<file path="config.mk">
export PLATFORM = sky130hd
export DESIGN_NAME = proc_seq_ctrl_flat
export DESIGN_NICKNAME = d
export VERILOG_FILES = /design/src/rtl/proc_seq_ctrl_if.sv /design/src/rtl/proc_seq_ctrl.sv /design/src/flat_wrapper.sv
export SDC_FILE = /design/constraint.sdc
export NUM_CORES = 1
export LEC_CHECK = 0
export ABC_CLOCK_PERIOD_IN_PS = 5900
export CAP_MARGIN = 10
export CORE_MARGIN = 4
export CORE_UTILIZATION = 52
export DETAILED_ROUTE_END_ITERATION = 10
export PLACE_DENSITY = 0.82
export SKIP_CTS_REPAIR_TIMING = 1
export SYNTH_ARGS = -nofsm -noshare
export SYNTH_HDL_FRONTEND = slang
export SYNTH_SLANG_ARGS = --single-unit
</file>
<file path="constraint.sdc">
create_clock -name clk -period 5.9 [get_ports clk]
set_input_delay 0.885 -clock clk [delete_from_list [all_inputs] [get_ports clk]]
set_output_delay 0.885 -clock clk [all_outputs]
set_load 0.005 [all_outputs]
</file>
<file path="src/rtl/proc_seq_ctrl_if.sv">
// proc_seq_ctrl_if: instruction-memory fetch handshake between sequencer and imem
interface proc_seq_ctrl_if #(parameter int PC_W = 8);
  logic            imem_req;
  logic [PC_W-1:0] imem_addr;
  logic            imem_ack;
  logic [7:0]      imem_rdata;
  modport master(output imem_req, imem_addr, input imem_ack, imem_rdata);
  modport slave(input imem_req, imem_addr, output imem_ack, imem_rdata);
endinterface

</file>
<file path="src/rtl/proc_seq_ctrl.sv">
// proc_seq_ctrl: multicycle fetch/decode/exec/writeback sequencer for the 8-bit 2-opcode-bit datapath
module proc_seq_ctrl #(
  parameter int PC_W      = 8,
  parameter int RESET_PC  = 0,
  parameter int FETCH_TMO = 15
) (
  input  logic                    clk,
  input  logic                    rst_n,
  input  logic                    start,
  proc_seq_ctrl_if.master         bus,
  output logic [1:0]              opcode,
  output logic [1:0]              rd_addr,
  output logic [1:0]              rs_addr,
  output logic [1:0]              rt_addr,
  output logic                    alu_en,
  output logic                    wb_sel,
  output logic                    reg_we,
  output logic                    busy,
  output logic                    halted,
  output logic                    err
);
  localparam logic [2:0] S_IDLE   = 3'd0;
  localparam logic [2:0] S_FETCH  = 3'd1;
  localparam logic [2:0] S_DECODE = 3'd2;
  localparam logic [2:0] S_EXEC   = 3'd3;
  localparam logic [2:0] S_WB     = 3'd4;
  localparam logic [2:0] S_HALT   = 3'd5;
  localparam logic [2:0] S_ERR    = 3'd6;
  localparam int CW = $clog2(FETCH_TMO + 1);
  logic [2:0]      state;
  logic [PC_W-1:0] pc;
  logic [7:0]      instr;
  logic [CW-1:0]   cnt;
  logic            is_jmp;
  logic [PC_W-1:0] off;
  assign is_jmp = instr[7:6] == 2'b10;
  assign off    = PC_W'($signed(instr[5:0]));
  always_ff @(posedge clk or negedge rst_n) begin
    if (!rst_n) begin
      state <= S_IDLE;
      pc    <= PC_W'(RESET_PC);
      instr <= '0;
      cnt   <= '0;
    end else begin
      case (state)
        S_IDLE: if (start) state <= S_FETCH;
        S_FETCH:
          if (bus.imem_ack) begin
            instr <= bus.imem_rdata;
            cnt   <= '0;
            state <= S_DECODE;
          end else begin
            // an ack on the last allowed cycle is taken above, so it beats the timeout
            cnt <= cnt + 1'b1;
            if (cnt == CW'(FETCH_TMO - 1)) state <= S_ERR;
          end
        S_DECODE: state <= S_EXEC;
        S_EXEC:
          if (!is_jmp) state <= S_WB;
          else if (instr[5:0] == '0) state <= S_HALT;
          else begin
            pc    <= pc + off;
            state <= S_FETCH;
          end
        S_WB: begin
          pc    <= pc + 1'b1;
          state <= S_FETCH;
        end
        default: ;
      endcase
    end
  end
  assign bus.imem_req  = state == S_FETCH;
  assign bus.imem_addr = pc;
  assign opcode  = instr[7:6];
  assign rd_addr = instr[5:4];
  assign rs_addr = instr[3:2];
  assign rt_addr = instr[1:0];
  assign wb_sel  = instr[6];
  assign alu_en  = state == S_EXEC && !is_jmp;
  assign reg_we  = state == S_WB;
  assign busy    = state inside {S_FETCH, S_DECODE, S_EXEC, S_WB};
  assign halted  = state == S_HALT;
  assign err     = state == S_ERR;
endmodule
</file>
<file path="src/flat_wrapper.sv">
// flat-port wrapper written by rule: the top's interface ports become plain ports
module proc_seq_ctrl_flat 
#(
  parameter int PC_W      = 8,
  parameter int RESET_PC  = 0,
  parameter int FETCH_TMO = 15
)
  (clk, rst_n, start, opcode, rd_addr, rs_addr, rt_addr, alu_en, wb_sel, reg_we, busy, halted, err, bus_imem_req, bus_imem_addr, bus_imem_ack, bus_imem_rdata);
  proc_seq_ctrl_if #(.PC_W(PC_W)) bus_i ();
  input  logic clk;
  input  logic rst_n;
  input  logic start;
  output logic [1:0] opcode;
  output logic [1:0] rd_addr;
  output logic [1:0] rs_addr;
  output logic [1:0] rt_addr;
  output logic alu_en;
  output logic wb_sel;
  output logic reg_we;
  output logic busy;
  output logic halted;
  output logic err;
  output wire logic [$bits(bus_i.imem_req)-1:0] bus_imem_req;
  output wire logic [$bits(bus_i.imem_addr)-1:0] bus_imem_addr;
  input wire logic [$bits(bus_i.imem_ack)-1:0] bus_imem_ack;
  input wire logic [$bits(bus_i.imem_rdata)-1:0] bus_imem_rdata;
  assign bus_imem_req = bus_i.imem_req;
  assign bus_imem_addr = bus_i.imem_addr;
  assign bus_i.imem_ack = bus_imem_ack;
  assign bus_i.imem_rdata = bus_imem_rdata;
  proc_seq_ctrl #(.PC_W(PC_W), .RESET_PC(RESET_PC), .FETCH_TMO(FETCH_TMO)) u_core (.clk(clk), .rst_n(rst_n), .start(start), .bus(bus_i), .opcode(opcode), .rd_addr(rd_addr), .rs_addr(rs_addr), .rt_addr(rt_addr), .alu_en(alu_en), .wb_sel(wb_sel), .reg_we(reg_we), .busy(busy), .halted(halted), .err(err));
endmodule
</file>
==> metrics.cfg, run 1 <==
[grt]
grt_pass1_vias = 1108
grt_pass1_wl_um = 5130
grt_max_degree = 24
antenna_found_initial = 0
grt.overflow.total = 0
grt.total_usage_pct = 18.9

[cells_and_area]
layout.nets = 190
fin_cells = 199
n_antenna_cell = 0
final_area_sq_mm = 0.00174
post-route-util_pct = 69.7
areaGrowthSynthToFinish_pct = 25.6
post_route_cells_drive_above_1_share_pct = 10.7

[power]
ir_drop_v = 0.000124
power_density_mw_per_mm2 = 141
fin_total_pwr_mw = 0.246
power.leakage_nw = 0.831

[drt]
drc = 0
drtIter0Drc = 18
first_pass_iters = 4
vias_per_cell = 5.64
detail-route-antenna-nets = 0
route.vias.total = 1123
routed_wl_um = 2930
wl_per_cell_um = 14.7

[floorplan]
start_util_pct = 55.5
dieWidth_um = 59.7
die_height_um = 59.7
rows = 18
die_area_sq_mm = 0.00356
core-area_sq_mm = 0.00250
ios = 35

[sta]
slew_violations = 0
setup_tns_ns = 0
finalCriticalPeriod_ns = 2.87
slew_headroom_pct = 32.2
fmax_mhz = 349
fin_hold_ws_ns = 0.487
setup_viol_count_final = 0
worst_slack_ns = 3.03
fin_crit_sh_pct = 48.6
fin_worst_skew_ns = 0.00361
rsz0062_at_grt = false
hold_violations = 0
worst_pin_slew_ns = 1.01

[synth]
synthTopCellsByCount = 23 x dfrtp_1, 11 x nor2_1, 10 x mux2_2
synth_largest_area_cell = dfrtp_1
synth_enable_flop_cells = 0
syn_inst = 136
synth.area.top_cells = dfrtp_1 41%, mux2_2 8.1%, ha_1 6.3%, o21ai_0 3.2%, nor2_1 3.0%
synth_top_area_share_pct = 41.5
syn_area_sq_mm = 0.00139
synth_seq_area_share_pct = 41.5
synthFlopType = dfrtp_1
synthArstFlopShare_pct = 100
ys.warnings.count = 0
ys_seq_elements = 23
yosysMostFrequentCell = dfrtp_1
syn_avg_cell_area_sq_um = 10.2
synth.distinct_cells = 42
synth_fp_nets = 156

[run]
maxCapViolCount = 0

[place]
place_inst = 195
hpwl_um = 2230
dpl_cell_area_sq_mm = 0.00172
pre_cts_slack_ns = 3.27
io_buffers = 34
gp_congestion = 0.782

[critical_path]
end_kind = primary output
required_ns = 5.02
path_max_fanout = 9
worst_ep_arrival_time_ns = 1.98
critPathKind = reg2out
cp-start-kind = flop

[cts]
cts.sinks = 23
cts.root.buffer_cell = clkbuf_4
clk-insertion-delay-late_ns = 0.31
cts_buffers = 3
clkSlewWorstSetupHoldPaths_ns = 0.13
h-tree-depth = 1
cts_tree = done
clock_path_buffers = 2

[status]
status = complete, no violations

[worst_hold_path]
hold_path_class = reg2reg

==> layer usage <==
layer / GRT usage, % / up-vias / wire [um] / share of wire, %
li1: - / 543 / - / -
met1: 24.2 / 546 / 1250 / 43
met2: 31.2 / 29 / 1500 / 51
met3: 4.10 / 5 / 153 / 5.2
met4: 7.28 / 0 / 30 / 1.0
met5: 0 / - / 0 / 0
==> cell type report <==
cell class,count,area [sq um]
Multi-Input combinational cell,101,733
Fill cell,192,757
Inverter,7,28.8
Tap cell,30,37.5
Sequential cell,23,576
Clock inverter,1,5.00
Timing Repair Buffer,34,340
Clock buffer,3,22.5
==> sequential cells by signal, indices dropped and copies added (netlist names) <==
register and count:
u_core.cnt 4, u_core.instr 8, u_core.state 3, u_core.bus.imem_addr 8
==> logic make-up (layout without fill, tap and decap cells) <==
kind of cell / Yosys count / count (layout) / share of synthesized area [%]
xor+xnor: 6 / 6 / 3.79
flops: 23 / 23 / 41.5
mux: 11 / 11 / 8.84
compound gates: 33 / 33 / 16.1
fa+ha+maj: 8 / 8 / 7.75
buf+inv: 12 / 45 / 5.68
simple gates: 43 / 43 / 16.3
==> report_power, final <==
group / leakage, nW / switching, mW / internal [mW]
registers: 0.288 / 0.000778 / 0.158
logic: 0.525 / 0.00522 / 0.00765
clock network: 0.0177 / 0.0493 / 0.0254
total: 0.831 / 0.0553 / 0.191
==> cell usage in the layout, fill, tap and decap left out, drive strengths merged, types with 2 or more instances in the layout <==
master | synthesis | final
a21oi | 8 | 8
and3 | 2 | 2
clkdlybuf4s50 | 0 | 34
and2 | 3 | 3
nor3 | 3 | 3
inv | 7 | 7
xnor2 | 3 | 3
mux2 | 10 | 10
nand2 | 10 | 10
a211oi | 2 | 2
nor2b | 3 | 3
xor2 | 3 | 3
nor2 | 11 | 11
o21ai | 11 | 11
clkbuf | 0 | 3
nand3 | 2 | 2
dfrtp | 23 | 23
nand2b | 2 | 2
o21a | 3 | 3
ha | 7 | 7
nor4 | 2 | 2
==> final timing paths <==
path / startpoint / end / slack, ns / depth (start not counted)
min in group asynchronous: rst_n / u_core.bus.imem_addr[4] / 1.11 / 1
max in group asynchronous: rst_n / u_core.cnt[1] / 4.18 / 1
hold / removal: u_core.bus.imem_addr[7] / u_core.bus.imem_addr[7] / 0.49 / 1
setup reg to reg: u_core.state[1] / u_core.bus.imem_addr[6] / 3.25 / 10
hold reg to reg: u_core.bus.imem_addr[7] / u_core.bus.imem_addr[7] / 0.49 / 1
setup / recovery: u_core.state[1] / reg_we / 3.03 / 3
==> critical path: stages (launching register included) <==
cell             delay, ns
dfrtp_1               0.49
or3b_1                0.56
inv_4                 0.12
clkdlybuf4s50_1       0.50
No activity file was read; power rests on OpenSTA's default activity.
==> run 2, diff against run 1 <==
--- a/config.mk
+++ b/config.mk
@@ -5,12 +5,12 @@
 export SDC_FILE = /design/constraint.sdc
 export NUM_CORES = 1
 export LEC_CHECK = 0
-export ABC_CLOCK_PERIOD_IN_PS = 5900
+export ABC_CLOCK_PERIOD_IN_PS = 2500
 export CAP_MARGIN = 10
 export CORE_MARGIN = 4
-export CORE_UTILIZATION = 52
+export CORE_UTILIZATION = 44
 export DETAILED_ROUTE_END_ITERATION = 10
-export PLACE_DENSITY = 0.82
+export PLACE_DENSITY = 0.74
 export SKIP_CTS_REPAIR_TIMING = 1
 export SYNTH_ARGS = -nofsm -noshare
 export SYNTH_HDL_FRONTEND = slang
==> constraint.sdc (replaced) <==
create_clock -name clk -period 2.5 [get_ports clk]
set_input_delay 0.375 -clock clk [delete_from_list [all_inputs] [get_ports clk]]
set_output_delay 0.375 -clock clk [all_outputs]
set_load 0.005 [all_outputs]
==> run 2 against run 1 <==
  * Clock power grew 130%
  * Via count grew 3.6%
  * Register-to-register slack lost 3.1 ns
  * First-iteration DRC count grew 130%
  * Clock-buffer cell count grew 1
  * Largest cell class unchanged
  * Highest routed layer unchanged
==> metrics.cfg, run 2 (same netlist as run 1, synthesis figures left out) <==
[drt]
wl_per_cell_um = 14.4
drc = 0
detail-route-antenna-nets = 0
first_pass_iters = 4
routed_wl_um = 3130
route.vias.total = 1163
vias_per_cell = 5.33
drtIter0Drc = 42

[place]
io_buffers = 34
gp_congestion = 0.904
hpwl_um = 2370

[cts]
clk-insertion-delay-late_ns = 0.31
h-tree-depth = 1
cts_buffers = 3
cts.root.buffer_cell = clkbuf_4
clkSlewWorstSetupHoldPaths_ns = 0.12
cts_tree = done
cts.sinks = 23
clock_path_buffers = 2

[cells_and_area]
final_cell_mix = 34 x clkdlybuf4s50_1, 23 x dfrtp_1, 11 x nor2_1, 10 x mux2_2
areaGrowthSynthToFinish_pct = 29.8
n_antenna_cell = 0
post_route_cells_drive_above_1_share_pct = 13.8
final_common_cell = clkdlybuf4s50_1
post-route-util_pct = 59.5
layout.nets = 195

[grt]
grt_pass1_vias = 1177
grt_pass1_wl_um = 5420
grt.overflow.total = 0
antenna_found_initial = 0
grt.total_usage_pct = 16.6
grt_max_degree = 24

[sta]
fin_crit_sh_pct = 95.8
finalCriticalPeriod_ns = 2.40
hold_violations = 0
fmax_mhz = 417
fin_worst_skew_ns = 0.00560
slew_violations = 0
slew_headroom_pct = 71.6
setup_tns_ns = 0
worst_pin_slew_ns = 0.425
setup_viol_count_final = 0

[floorplan]
ios = 35
die_height_um = 64.2
rows = 20
start_util_pct = 45.8
core-area_sq_mm = 0.00303
dieWidth_um = 64.2
die_area_sq_mm = 0.00412

[critical_path]
cp_cell_sequence = or3b_4 > nand2b_1 > ha_1 > inv_1 > fa_1 > nor2b_2 > o31a_1 > o211a_1 > o21ai_1 > xnor2_1
worst_ep_arrival_time_ns = 2.60
critPathKind = reg2reg
cpPeakStageDelay_ns = 0.43
startpoint = u_core.state[1]
rr_startpoint = u_core.state[1]
cp-start-kind = flop
required_ns = 2.71
crit_family = simple AND/OR/NAND/NOR gates
path_max_fanout = 5
slowest_stage = fa_1
cp_num_buf_inv = 1
end_kind = flop

[power]
power.leakage_nw = 0.850
power_density_mw_per_mm2 = 322
ir_drop_v = 0.000178
fin_total_pwr_mw = 0.580

[status]
status = complete, no violations

[worst_hold_path]
hold_path_class = in2async

[run]
maxCapViolCount = 0

## run 2: final timing paths
check | endpoint | slack, ns | cells after the start
worst max-delay path | u_core.bus.imem_addr[6] | 0.10 | 10
worst min-delay path | u_core.instr[2] | 0.40 | 2
worst max register to register | u_core.bus.imem_addr[6] | 0.10 | 10
worst min register to register | u_core.bus.imem_addr[7] | 0.48 | 1
max in group asynchronous | u_core.instr[1] | 1.87 | 2
min in group clk | u_core.bus.imem_addr[7] | 0.48 | 1
## run 2: final cells by class
| cell class | count | area, sq um |
|---|---|---|
| fill | 278 | 1230 |
| timing repair buffer | 39 | 378 |
| tap | 44 | 55.1 |
| multi-input combinational | 101 | 738 |
| clock buffer | 4 | 26.3 |
| inverter | 7 | 28.8 |
| sequential | 23 | 576 |
## run 2: stage by stage
step	instance area, sq um	worst slack (ns)	hold WS, ns	cells
after floorplan	1390	0.0795	0.0794	136
after global placement	1770	0.210	0.471	214
after detailed placement	1770	0.136	0.463	214
after CTS	1800	0.111	0.399	218
after global routing	1800	-0.00189	0.409	218
final	1800	0.104	0.397	218
## run 2: layer usage
metal  wire (um)  GRT usage, %  vias up
met5           0             0        -
met3         172          3.34        6
met1        1380          19.8      567
met2        1530          29.2       35
met4          48          6.33        0
li1            -             -      555
## run 2: power by group
part           leakage [nW]  switching, mW  total, mW  internal (mW)
Sequential            0.288       0.000430      0.373          0.373
Combinational         0.547         0.0142     0.0343         0.0201
Clock                0.0150          0.110      0.172         0.0624
## run 2: worst reg2reg max path, cell delays in order, from the launching register on
cell	delay, ns
dfrtp_1	0.40
or3b_4	0.41
nand2b_1	0.09
ha_1	0.19
inv_1	0.06
fa_1	0.43
nor2b_2	0.18
o31a_1	0.19
o211a_1	0.15
o21ai_1	0.07
xnor2_1	0.13
